**config.mk**
```make
export PLATFORM = sky130hd
export DESIGN_NAME = btn_oneshot_gen
export DESIGN_NICKNAME = d
export VERILOG_FILES = /design/src/rtl/btn_pkg.sv /design/src/rtl/btn_sync.sv /design/src/rtl/btn_oneshot_gen.sv
export SDC_FILE = /design/constraint.sdc
export NUM_CORES = 1
export LEC_CHECK = 0
export BUFFER_PORTS_ARGS = -buffer_cell sky130_fd_sc_hd__buf_2
export CAP_MARGIN = 20
export CORE_MARGIN = 4
export CORE_UTILIZATION = 46
export CTS_CLUSTER_SIZE = 25
export DETAILED_ROUTE_END_ITERATION = 12
export PLACE_DENSITY = 0.78
export SKIP_CTS_REPAIR_TIMING = 1
export SYNTH_ARGS = -nofsm -noshare
export SYNTH_HDL_FRONTEND = slang
export SYNTH_SLANG_ARGS = --single-unit
export TNS_END_PERCENT = 100
```
**constraint.sdc**
```tcl
create_clock -name CLK -period 6.1 [get_ports CLK]
set_clock_uncertainty 0.05 [all_clocks]
set_input_delay 1.22 -clock CLK [delete_from_list [all_inputs] [get_ports CLK]]
set_output_delay 1.22 -clock CLK [all_outputs]
set_load 0.1 [all_outputs]
```
**src/rtl/btn_pkg.sv**
```systemverilog
// Shared types and helpers for the push-button one-shot generator.
package btn_pkg;

  typedef enum logic [1:0] {
    IDLE       = 2'd0,
    PRESS_DB   = 2'd1,
    HELD       = 2'd2,
    RELEASE_DB = 2'd3
  } btn_state_e;

  // Level of the normalised (post-polarity) button signal when pressed.
  localparam logic BTN_PRESSED = 1'b1;

  function automatic int db_cnt_width(input int cycles);
    return $clog2(cycles) + 1;
  endfunction

endpackage

```
**src/rtl/btn_sync.sv**
```systemverilog
// Two-flop synchroniser for the asynchronous button pin; reset value is the released pin level.
module btn_sync #(
  parameter logic RESET_VAL = 1'b0
) (
  input  logic clk_i,
  input  logic rst_ni,
  input  logic d_i,
  output logic q_o
);

  logic meta_q;
  logic sync_q;

  always_ff @(posedge clk_i or negedge rst_ni) begin
    if (!rst_ni) begin
      meta_q <= RESET_VAL;
      sync_q <= RESET_VAL;
    end else begin
      meta_q <= d_i;
      sync_q <= meta_q;
    end
  end

  assign q_o = sync_q;

endmodule

```
**src/rtl/btn_oneshot_gen.sv**
```systemverilog
// Debounced push button to single-cycle press pulse; optional auto-repeat when BTN_AUTO_REPEAT_EN is defined.
// oBtnPulse is a one-cycle strobe with no back-pressure: the consumer must sample it every cycle.
module btn_oneshot_gen
  import btn_pkg::*;
#(
  parameter int cDebounceCycles = 16,
  parameter bit cBtnActiveLow   = 1'b1,
  parameter int cRepeatDelay    = 64,
  parameter int cRepeatPeriod   = 16
) (
  input  logic       CLK,
  input  logic       RESETn,
  input  logic       iBtnRaw,
  output logic       oBtnPulse,
  output logic       oBtnLevel,
  output logic [7:0] oPressCnt,
  output btn_state_e oDbgState
);

  localparam int   DB_W         = db_cnt_width(cDebounceCycles);
  localparam logic RAW_RELEASED = cBtnActiveLow ? 1'b1 : 1'b0;

  if (cDebounceCycles < 2 || cRepeatPeriod < 1 || cRepeatPeriod > cRepeatDelay) begin : g_bad_cfg
    $error("btn_oneshot_gen: invalid debounce/repeat configuration");
  end

  logic raw_sync;
  logic s_btn;

  btn_sync #(
    .RESET_VAL(RAW_RELEASED)
  ) u_sync (
    .clk_i (CLK),
    .rst_ni(RESETn),
    .d_i   (iBtnRaw),
    .q_o   (raw_sync)
  );

  assign s_btn = (raw_sync != RAW_RELEASED) ? BTN_PRESSED : ~BTN_PRESSED;

  btn_state_e      state_q, state_d;
  logic [DB_W-1:0] db_q, db_d;
  logic            pulse_q, pulse_d;
  logic            level_q, level_d;
  logic [7:0]      cnt_q, cnt_d;

`ifdef BTN_AUTO_REPEAT_EN
  localparam int REP_W = $clog2(cRepeatDelay) + 1;
  logic [REP_W-1:0] rep_q, rep_d;

  always_ff @(posedge CLK or negedge RESETn) begin
    if (!RESETn) rep_q <= '0;
    else         rep_q <= rep_d;
  end
`endif

  always_ff @(posedge CLK or negedge RESETn) begin
    if (!RESETn) begin
      state_q <= IDLE;
      db_q    <= '0;
      pulse_q <= 1'b0;
      level_q <= 1'b0;
      cnt_q   <= '0;
    end else begin
      state_q <= state_d;
      db_q    <= db_d;
      pulse_q <= pulse_d;
      level_q <= level_d;
      cnt_q   <= cnt_d;
    end
  end

  always_comb begin
    state_d = state_q;
    db_d    = db_q;
    pulse_d = 1'b0;
    level_d = level_q;
`ifdef BTN_AUTO_REPEAT_EN
    rep_d   = rep_q;
`endif
    unique case (state_q)
      IDLE: begin
`ifdef BTN_AUTO_REPEAT_EN
        rep_d = '0;
`endif
        if (s_btn) begin
          state_d = PRESS_DB;
          db_d    = DB_W'(1);
        end else begin
          db_d    = '0;
        end
      end
      PRESS_DB: begin
        if (!s_btn) begin
          state_d = IDLE;
          db_d    = '0;
        end else if (db_q == DB_W'(cDebounceCycles - 1)) begin
          state_d = HELD;
          db_d    = '0;
          pulse_d = 1'b1;
          level_d = 1'b1;
`ifdef BTN_AUTO_REPEAT_EN
          rep_d   = '0;
`endif
        end else begin
          db_d    = db_q + DB_W'(1);
        end
      end
      HELD: begin
        if (!s_btn) begin
          state_d = RELEASE_DB;
          db_d    = DB_W'(1);
        end else begin
`ifdef BTN_AUTO_REPEAT_EN
          // Reload to Delay-Period so later repeats reuse the same terminal compare.
          if (rep_q == REP_W'(cRepeatDelay - 1)) begin
            pulse_d = 1'b1;
            rep_d   = REP_W'(cRepeatDelay - cRepeatPeriod);
          end else begin
            rep_d   = rep_q + REP_W'(1);
          end
`endif
        end
      end
      RELEASE_DB: begin
        if (s_btn) begin
          state_d = HELD;
          db_d    = '0;
        end else if (db_q == DB_W'(cDebounceCycles - 1)) begin
          state_d = IDLE;
          db_d    = '0;
          level_d = 1'b0;
        end else begin
          db_d    = db_q + DB_W'(1);
        end
      end
      default: begin
        state_d = IDLE;
        db_d    = '0;
        level_d = 1'b0;
      end
    endcase
    cnt_d = cnt_q + (pulse_d ? 8'd1 : 8'd0);
  end

  assign oBtnPulse = pulse_q;
  assign oBtnLevel = level_q;
  assign oPressCnt = cnt_q;
  assign oDbgState = state_q;

endmodule
```
==> metrics <==
Cell Area, Synth between 800 and 900 um2; row count 15; leakage power ~0.47 nW; Clk Latency, worst-skew pair just under 300 ps; GP Congestion between 0.8 and 0.9; initial antenna violation count 0; Starting Density around 50%; Iter 0 DRT Violations 24; cells along the critical path buf_2; unrepaired setup endpoints after global routing no; Synth Instances 68; total power 0.227 mW; clock tree buffer depth 2; Peak VDD IR roughly 0.14 mV; worst reg2reg startpoint db_q[0]; Synth Area in Compound Gates 8.14%; number of synthesized flops with an enable pin 0; Root Driver clkbuf_4; fmax 0.386 GHz; CTS tree built; dominant cell type by area after synthesis dfrtp_1; Synth Register Bits 19; most common cell in the netlist dfrtp_1; xor/xnor share of the synthesized area about a tenth; Tightest Pin Transition 489 ps; CP Launch Type flop; CP Capture Type output pin; Core ar. 1730 um2; minimum clock period 2590 ps; MaxCap Viol Count 0; async set-reset flop share out of synthesis 100%; status finished, final reports clean; syn_area_per_cell around 12 um2; HP Start u_sync.meta_q; # nets final between 90 and 100; Final Cell Area ~950 um2; setup_tns 0 ps; first-pass GRT wire length about 2400 um; vias in the first global route between 500 and 600; dpl hpwl 1010 um; share of cells above drive strength 1 28.6%; GRT Total Usage between 10% and 20%; Vias 551; Routed wire per std cell approximately 12 um; Worst slew margin 67.7%; fillers 157; main combinational cell family by area after synthesis simple AND/OR/NAND/NOR gates; mux share of post-synthesis cell area 1.18%; post-synthesis sequential area ratio 56.5%; post-synth top area share between 50% and 60%; area of placed instances ~930 um2; ant diodes 0; Remaining Overflow, GRT 0; Routed WL between 1000 and 1500 um; Post-Synth Simple-Gate Area about 17%; CP required between 4000 and 5000 ps; critical path class flop to output pin; Clock Sinks 19; net count after synthesis 74; Crit path arrival time 1320 ps; DR DRC count 0; Layout Utilization between 50% and 60%; total CTS buffers 3; DIE WIDTH around 50 um; Layout area overhead 12.9%; Final Cycle Share a little over two fifths; reg2reg setup slack approximately 3900 ps; Adder-Cell Fraction of Synth Area 4.44%; Die H between 50 and 60 um; IO Count 15; die area approximately 2600 um2; crit path max fanout 9; worst hold path class flop to flop; clock slew at reported path FFs around 100 ps; Yosys cell types 32; pwr/cell area between 200 and 250 nW/um2; top cells by count, synth dfrtp_1 (17), nand2_1 (5), nand3_1 (5), xnor2_1 (5); final hold violation count 0; WP buf/inv 1; synth warn 0; port bufs 14; router iterations before antenna repair 4; Top delay family on crit path flip-flops; Via density approximately 5.1; H-tree Lvls 1; Max Slew Vio Count 0; crit-path max cell delay around 530 ps; CP max-delay cell dfrtp_1; final setup fails 0; largest net degree at the start of global routing 20; Post-synth top flop dfrtp_1; Final ANT Viol Nets 0; dominant cells by area after synthesis dfrtp_1 (50%), dfstp_2 (6.2%), xnor2_1 (5.2%), ha_1 (4.4%), xor2_1 (3.1%)
layout make-up:
class | instances | area, um2 | share of cell area (%)
flip-flops and latches | 19 | 478 | 50.1
inverters | 1 | 3.75 | 0.393
well taps | 25 | 31.3 | 3.28
repair buffers | 14 | 70.1 | 7.34
clock buffers | 4 | 26.3 | 2.75
multi-input cells | 46 | 345 | 36.2
flip-flops by register name, indices dropped and copies added, names as in the netlist, named ones only:
register       cells
oPressCnt          8
oDbgState          1
u_sync.q_o         1
oBtnLevel          1
db_q               5
oBtnPulse          1
u_sync.meta_q      1
worst register-to-register path, delay by kind of cell, from the launching register on:
family | cells | cell delay (ps)
xor gates and xnor gates | 1 | 130
adders and majority gates | 3 | 630
DFF | 1 | 400
and+or+nand+nor | 5 | 910
kinds of logic (layout without fill, tap and decap cells):
group / Yosys count / count (layout)
AOI/OAI and AO/OA: 9 / 9
DFF: 19 / 19
xor gates and xnor gates: 9 / 9
adders and majority gates: 3 / 3
buffers and inverters: 3 / 19
and+or+nand+nor: 24 / 24
muxes: 1 / 1
final timing paths:
| path | to | depth (start not counted) |
|---|---|---|
| setup / recovery | oDbgState[1] | 1 |
| hold / removal | u_sync.q_o | 0 |
| setup reg to reg | oPressCnt[6] | 9 |
| hold reg to reg | u_sync.q_o | 0 |
| max in group asynchronous | u_sync.q_o | 1 |
| min in group asynchronous | oPressCnt[1] | 1 |
layer usage:
layer / global-route usage (%) / routed length (um) / vias up
met5: 0 / 0 / -
met4: 8.07 / 36 / 0
met3: 2.62 / 48 / 4
met2: 20.7 / 639 / 10
met1: 15.3 / 623 / 269
li1: - / - / 268
power by group:
group | leakage, nW | internal [mW] | switching, mW
Combinational | 0.207 | 0.00624 | 0.0242
Sequential | 0.250 | 0.130 | 0.00394
Clock | 0.0150 | 0.0254 | 0.0366
Total | 0.472 | 0.162 | 0.0648
layout by cell type, fill, tap and decap left out, drive strengths merged:
| cell | Yosys | layout |
|---|---|---|
| dfrtp | 17 | 17 |
| buf | 2 | 14 |
| xnor2 | 6 | 6 |
| nand2 | 6 | 6 |
| nand3 | 5 | 5 |
| clkbuf | 0 | 4 |
| xor2 | 3 | 3 |
| ha | 3 | 3 |
| and3 | 2 | 2 |
| nor2b | 2 | 2 |
| a31oi | 2 | 2 |
| dfstp | 2 | 2 |
| nor3b | 2 | 2 |
| and2b | 1 | 1 |
| and2 | 1 | 1 |
| and4 | 1 | 1 |
| nand4 | 1 | 1 |
| inv | 1 | 1 |
| mux2i | 1 | 1 |
| o2bb2ai | 1 | 1 |
| nor2 | 1 | 1 |
| o31ai | 1 | 1 |
| o21ai | 1 | 1 |
| nand3b | 1 | 1 |
| o21a | 1 | 1 |
| o22ai | 1 | 1 |
| o21bai | 1 | 1 |
| nor3 | 1 | 1 |
| a221oi | 1 | 1 |
stage by stage:
step | setup slack, ps | instances | hold slack (ps)
after global routing | 3430 | 109 | 322
final | 3510 | 109 | 310
after detailed placement | 3830 | 105 | 297
after global placement | 3860 | 105 | 295
after floorplan | 3510 | 68 | 295
after CTS | 3500 | 109 | 313
(Power assumes the default switching activity.)
